**config.mk**
```make
export PLATFORM = sky130hd
export DESIGN_NAME = im_loader
export DESIGN_NICKNAME = d
export VERILOG_FILES = /design/src/rtl/im_loader.sv
export SDC_FILE = /design/constraint.sdc
export NUM_CORES = 1
export LEC_CHECK = 0
export ABC_AREA = 1
export BUFFER_PORTS_ARGS = -buffer_cell sky130_fd_sc_hd__buf_2
export CORE_MARGIN = 10
export CORE_UTILIZATION = 40
export DETAILED_ROUTE_END_ITERATION = 8
export PLACE_DENSITY = 0.61
export REMOVE_ABC_BUFFERS = 1
export SLEW_MARGIN = 10
export SYNTH_ARGS = -nofsm -noshare
export SYNTH_HDL_FRONTEND = slang
export SYNTH_SLANG_ARGS = --single-unit
export TNS_END_PERCENT = 100
```
**constraint.sdc**
```tcl
create_clock -name i_clk -period 4.8 [get_ports i_clk]
set_input_delay 0.24 -clock i_clk [delete_from_list [all_inputs] [get_ports i_clk]]
set_output_delay 0.24 -clock i_clk [all_outputs]
set_load 0.02 [all_outputs]
```
**src/rtl/im_loader.sv**
```systemverilog
// Program loader: assembles big-endian words from a UART byte stream, writes them
// to consecutive instruction-memory addresses and releases the CPU when loading ends.
module im_loader #(
  parameter int             len       = 32,
  parameter int             NB_BYTE   = 8,
  parameter int             NB_ADDR   = 10,
  parameter logic [len-1:0] HALT_WORD = 32'hFFFF_FFFF
) (
  input  logic               i_clk,
  input  logic               i_rst,
  input  logic [NB_BYTE-1:0] i_rx_data,
  input  logic               i_rx_valid,
  input  logic               i_start,
  output logic               o_im_wr_en,
  output logic [NB_ADDR-1:0] o_im_wr_addr,
  output logic [len-1:0]     o_im_wr_data,
  output logic               o_cpu_enable,
  output logic               o_busy,
  output logic               o_done,
  output logic               o_overflow,
  output logic [NB_ADDR:0]   o_word_count
);

  localparam int             LANES = len / NB_BYTE;
  localparam int             CW    = $clog2(LANES);
  localparam logic [NB_ADDR:0] DEPTH = {1'b1, {NB_ADDR{1'b0}}};

  typedef enum logic [1:0] {IDLE, COLLECT, WRITE, DONE} state_t;

  state_t             state_q, state_d;
  logic [CW-1:0]      cnt_q, cnt_d;
  logic [len-1:0]     shift_q, shift_d;
  logic [NB_ADDR-1:0] addr_q, addr_d;
  logic [NB_ADDR:0]   wcnt_q, wcnt_d;
  logic               wr_en_q, wr_en_d;
  logic [NB_ADDR-1:0] wr_addr_q, wr_addr_d;
  logic [len-1:0]     wr_data_q, wr_data_d;
  logic               ovf_q, ovf_d;
  logic               busy_q, done_q, cpu_en_q;

  always_comb begin
    // NOTE: every variable gets a default first so no path can infer a latch.
    state_d   = state_q;
    cnt_d     = cnt_q;
    shift_d   = shift_q;
    addr_d    = addr_q;
    wcnt_d    = wcnt_q;
    wr_en_d   = 1'b0;
    wr_addr_d = wr_addr_q;
    wr_data_d = wr_data_q;
    ovf_d     = ovf_q;

    case (state_q)
      IDLE: begin
        if (i_rx_valid) begin
          shift_d = {i_rx_data, {(len-NB_BYTE){1'b0}}};
          cnt_d   = CW'(1);
          state_d = COLLECT;
        end
      end
      COLLECT: begin
        if (i_rx_valid) begin
          // Byte number cnt_q lands in lane LANES-1-cnt_q, so the first byte ends up MSB.
          for (int l = 0; l < LANES; l++) begin
            if (cnt_q == CW'(LANES-1-l)) shift_d[l*NB_BYTE +: NB_BYTE] = i_rx_data;
          end
          if (cnt_q == CW'(LANES-1)) begin
            cnt_d   = '0;
            state_d = WRITE;
          end else begin
            cnt_d = cnt_q + CW'(1);
          end
        end
      end
      WRITE: begin
        if (shift_q == HALT_WORD) begin
          state_d = DONE;
        end else begin
          wr_en_d   = 1'b1;
          wr_addr_d = addr_q;
          wr_data_d = shift_q;
          addr_d    = addr_q + NB_ADDR'(1);
          wcnt_d    = wcnt_q + (NB_ADDR+1)'(1);
          if (wcnt_d == DEPTH) begin
            state_d = DONE;
            ovf_d   = 1'b1;
          end else begin
            state_d = IDLE;
          end
        end
        // A strobe in the write cycle opens the next word unless loading just ended.
        if (state_d != DONE && i_rx_valid) begin
          shift_d = {i_rx_data, {(len-NB_BYTE){1'b0}}};
          cnt_d   = CW'(1);
          state_d = COLLECT;
        end
      end
      DONE: begin
        if (i_start) begin
          state_d = IDLE;
          ovf_d   = 1'b0;
          addr_d  = '0;
          wcnt_d  = '0;
          cnt_d   = '0;
        end
      end
    endcase
  end

  always_ff @(posedge i_clk or negedge i_rst) begin
    if (!i_rst) begin
      state_q   <= IDLE;
      cnt_q     <= '0;
      shift_q   <= '0;
      addr_q    <= '0;
      wcnt_q    <= '0;
      wr_en_q   <= 1'b0;
      wr_addr_q <= '0;
      wr_data_q <= '0;
      ovf_q     <= 1'b0;
      busy_q    <= 1'b0;
      done_q    <= 1'b0;
      cpu_en_q  <= 1'b0;
    end else begin
      // NOTE: non-blocking assignments so every register samples pre-edge values.
      state_q   <= state_d;
      cnt_q     <= cnt_d;
      shift_q   <= shift_d;
      addr_q    <= addr_d;
      wcnt_q    <= wcnt_d;
      wr_en_q   <= wr_en_d;
      wr_addr_q <= wr_addr_d;
      wr_data_q <= wr_data_d;
      ovf_q     <= ovf_d;
      busy_q    <= (state_d == COLLECT) || (state_d == WRITE);
      done_q    <= (state_d == DONE);
      cpu_en_q  <= (state_d == DONE);
    end
  end

  assign o_im_wr_en   = wr_en_q;
  assign o_im_wr_addr = wr_addr_q;
  assign o_im_wr_data = wr_data_q;
  assign o_cpu_enable = cpu_en_q;
  assign o_busy       = busy_q;
  assign o_done       = done_q;
  assign o_overflow   = ovf_q;
  assign o_word_count = wcnt_q;

endmodule

```
==> flow_summary_export.csv <==
group,metric,value,unit
global_route,grt_pass1_wl,18.0,mm
route,final_routed_wirelength_across_all_metal_layers,10.7,mm
route,number_of_design_rule_violations_left_by_the_first_detailed_router_iteration,256,
power,pwr_density_cell,649,mW/mm2
setup_path,setup.reg_to_reg.worst_slack,2.16,ns
sta,min_period_over_period,0.549,
place,hpwl_after_dpl,7.83,mm
floorplanning,initial_utilization,0.406,
setup_path,critPathLaunchType,"register",
clock_network,clock_sinks,103,
setup_path,rr_endpoint,"addr_q[8]$_DFFE_PN0P_",
route,route.detailed.drc,0,
setup_path,worst_path_cell_trace,"inv_1 -> nor3_1 -> nand2_1 -> nor3_1 -> nand3_1 -> nand2_2 -> nand2_2 -> inv_1 -> nand2_1 -> o31ai_1",
clock_network,htree_depth,3,
power,switching_share,0.418,
power,switchingPower,1450,uW
sta,worst_pin_slew,0.737,ns
sta,timing.max_slew.rel_slack,0.509,
logic_synthesis,ys_seq_elements,103,
cells_and_area,fillerInstances,1137,
floorplanning,core.rowCount,39,
setup_path,rr_startpoint,"shift_q[0]$_DFFE_PN0P_",
place,gp_congestion,0.883,
sta,max_freq,379,MHz
route,first_drt_pass_iteration_count,4,
clock_network,root_buffer,"clkbuf_16",
worst_hold_path,min-delay-start,"i_rx_data[3]",
power,total_leakage_power,0.00285,uW
sta,final.setup_skew,0.00652,ns
clock_network,clk_transition_reported_paths,0.07,ns
route,wl_per_cell,14.2,um
floorplanning,floorplan.die.height,127,um
cells_and_area,combined_area_of_the_multi_input_logic_cells,0.00174,mm2
route,detail-route-antenna-nets,0,
clock_network,clock_tree_from_tritoncts,"yes",
setup_path,cp_data_required_time,5.04,ns
worst_hold_path,min_delay_path_depth,3,
clock_network,clock_insertion_delay_worst_skew,0.34,ns
logic_synthesis,number_of_cells_produced_by_synthesis,537,
cells_and_area,area.sequential,0.00258,mm2
setup_path,worstPathMaxFanout,39,
floorplanning,die_area,0.0162,mm2
power,max-vdd-ir-drop,0.222,mV
power,power_frac_seq,0.435,
logic_synthesis,postSynthAreaPerCell,8.60,um2
global_route,groute.usage.overall,0.133,
power,total_power,3470,uW
global_route,antenna_found_initial,0,
sta,final_critical_path_required_period,2.64,ns
route,route.vias.total,3717,
floorplanning,die_x,127,um
cells_and_area,area_growth_syn_to_layout,16.0,%
global_route,grt-ovfl-total,0,
setup_path,path_class,"reg -> reg",
cells_and_area,antennaDiodeCount,0,
logic_synthesis,synth_area,0.00462,mm2
power,power.share.combinational,0.369,
power,clock_power_share,0.196,
worst_hold_path,whs_endpoint,"shift_q[27]$_DFFE_PN0P_",
cells_and_area,drive_above_1_share,0.174,
setup_path,critPathSlowestCell,"nand2_2",
logic_synthesis,ys.warnings.count,0,
global_route,grt_start_max_net_pins,59,
sta,tns,0,ns
floorplanning,io-pin-count,70,
clock_network,numCtsBuffers,9,
sta,rsz_0062_raised_after_global_routing,"no",
floorplanning,core,0.0114,mm2
flow_run,drv.max_cap_violation_count,0,
setup_path,category_of_the_worst_setup_path_capture_point,"register",
sta,final-hold-violation-count,0,
status,status,"finished, final reports clean",
global_route,grt_pass1_vias,3767,
setup_path,cpPeakStageDelay,0.56,ns
sta,setup_viol,0,
logic_synthesis,synth.distinct_cells,36,
setup_path,timing.critical_path.from,"shift_q[0]$_DFFE_PN0P_",
setup_path,ff2ff_path_depth,10,
cells_and_area,final_util,0.471,
cells_and_area,final_nets,623,
worst_hold_path,holdCritPathClass,"in -> reg",
power,internal-power,2020,uW
sta,slew_viol_final,0,
clock_network,clockBufferDepth,2,
setup_path,critical_path_arrival,2.88,ns
logic_synthesis,synth.yosys.seq_area_share,0.558,
clock_network,post_cts_resize_count,0,
route,vias_per_cell,4.94,
place,io_buffers,69,
## cell usage after synthesis
cell type    n  area [um2]
nand2_1    200         751
dfrtp_1    103        2580
inv_1       55         206
nor2_1      28         105
o21ai_1     24         120
o21ai_0     23         115
nand3_1     14        70.1
nand4_1     11        68.8
a21oi_1      8        40.0
ha_1         7        87.6
o31ai_1      6        45.0
clkbuf_1     5        18.8
xor2_1       5        43.8
buf_1        4        15.0
nor3_1       4        20.0
o22ai_1      4        25.0
buf_2        3        15.0
buf_6        3        33.8
nand2_2      3        18.8
nand3_2      3        30.0
nand3_4      3        52.6
nor2_2       3        18.8
nor4_1       3        18.8
or2_2        3        18.8
a21oi_2      1        8.76
a22o_1       1        8.76
a31oi_1      1        6.26
buf_4        1        7.51
inv_2        1        3.75
nand2_4      1        11.3
nand3b_1     1        7.51
nand4_2      1        12.5
nor2_4       1        11.3
o21a_1       1        7.51
o21bai_1     1        7.51
o32ai_1      1        8.76
## metal layers
| layer | wire (um) | up-vias | track usage |
|---|---|---|---|
| met1 | 5040 | 1779 | 0.174 |
| met4 | 209 | 0 | 0.0616 |
| met3 | 483 | 17 | 0.0273 |
| li1 | - | 1856 | - |
| met2 | 4990 | 65 | 0.206 |
| met5 | 0 | - | 0 |
## what timing repair did
| action | in CTS | in global routing |
|---|---|---|
| hold endpoints to repair | 47 | 0 |
| setup buffers | 0 | 0 |
| setup endpoints to repair | 0 | 0 |
| hold buffers | 1 | 0 |
## power by group through the flow
stage          Sequential (uW)  Combinational [uW]  Clock, uW
2_1_floorplan             1700                 667          0
3_3_place_gp              1510                1270          0
3_5_place_dp              1530                1300          0
4_1_cts                   1510                1310        697
5_1_grt                   1570                1460        724
6_report                  1510                1280        681
## cell usage in the layout (no fill, tap or decap), types with 2 or more instances in the layout
cell type and instances:
a21oi_1 8, buf_2 68, buf_4 3, clkbuf_16 9
clkinv_2 2, clkinvlp_4 2, dfrtp_1 103, ha_1 7
inv_1 55, nand2_1 200, nand2_2 3, nand3_1 14
nand3_2 3, nand3_4 3, nand4_1 11, nor2_1 28
nor2_2 3, nor3_1 4, nor4_1 3, o21ai_0 23
o21ai_1 24, o22ai_1 4, o31ai_1 6, or2_2 3
xor2_1 5
## worst max path at each step
stage | cells after the start | slack, ns | end
6_report | 10 | 2.16 | addr_q[8]$_DFFE_PN0P_
5_1_grt | 10 | 1.89 | addr_q[8]$_DFFE_PN0P_
4_1_cts | 10 | 2.15 | addr_q[8]$_DFFE_PN0P_
3_5_place_dp | 10 | 2.18 | addr_q[8]$_DFFE_PN0P_
3_3_place_gp | 10 | 2.40 | addr_q[6]$_DFFE_PN0P_
2_1_floorplan | 10 | 2.57 | addr_q[4]$_DFFE_PN0P_
## cell families (layout without fill, tap and decap cells)
| kind of cell | count (synthesis) | in the layout | synth area share |
|---|---|---|---|
| buf+inv | 72 | 144 | 0.0650 |
| simple gates | 279 | 279 | 0.263 |
| flops | 103 | 103 | 0.558 |
| compound gates | 71 | 71 | 0.0851 |
| fa+ha+maj | 7 | 7 | 0.0190 |
| xor+xnor | 5 | 5 | 0.00948 |
## flip-flops by register name (all words and copies together), names as in the netlist, 2 cells and up
| name | flops |
|---|---|
| o_word_count | 11 |
| state_q | 2 |
| o_im_wr_data | 32 |
| addr_q | 10 |
| shift_q | 32 |
| cnt_q | 2 |
| o_im_wr_addr | 10 |
## cell type report
class / instances / share of cell area
clock buffers: 11 / 0.0453
well taps: 143 / 0.0334
repair buffers: 72 / 0.0696
multi-input cells: 362 / 0.325
inverters: 56 / 0.0393
clock inverters: 5 / 0.00631
flip-flops and latches: 103 / 0.481
## critical path, delay by kind of cell (launching register included)
| kind | cells | cell delay [ns] |
|---|---|---|
| and+or+nand+nor | 7 | 1.66 |
| buffers and inverters | 2 | 0.42 |
| DFF | 1 | 0.35 |
| AOI/OAI and AO/OA | 1 | 0.08 |
## through the flow
step	setup WS [ns]	cell area (um2)	hold WS, ns	cells
2_1_floorplan	2.57	4530	-0.0556	521
3_3_place_gp	2.40	5070	0.338	735
3_5_place_dp	2.18	5070	0.358	735
4_1_cts	2.15	5360	0.169	752
5_1_grt	1.89	5360	0.181	752
6_report	2.16	5360	0.178	752
No activity file was read; power rests on OpenSTA's default activity.
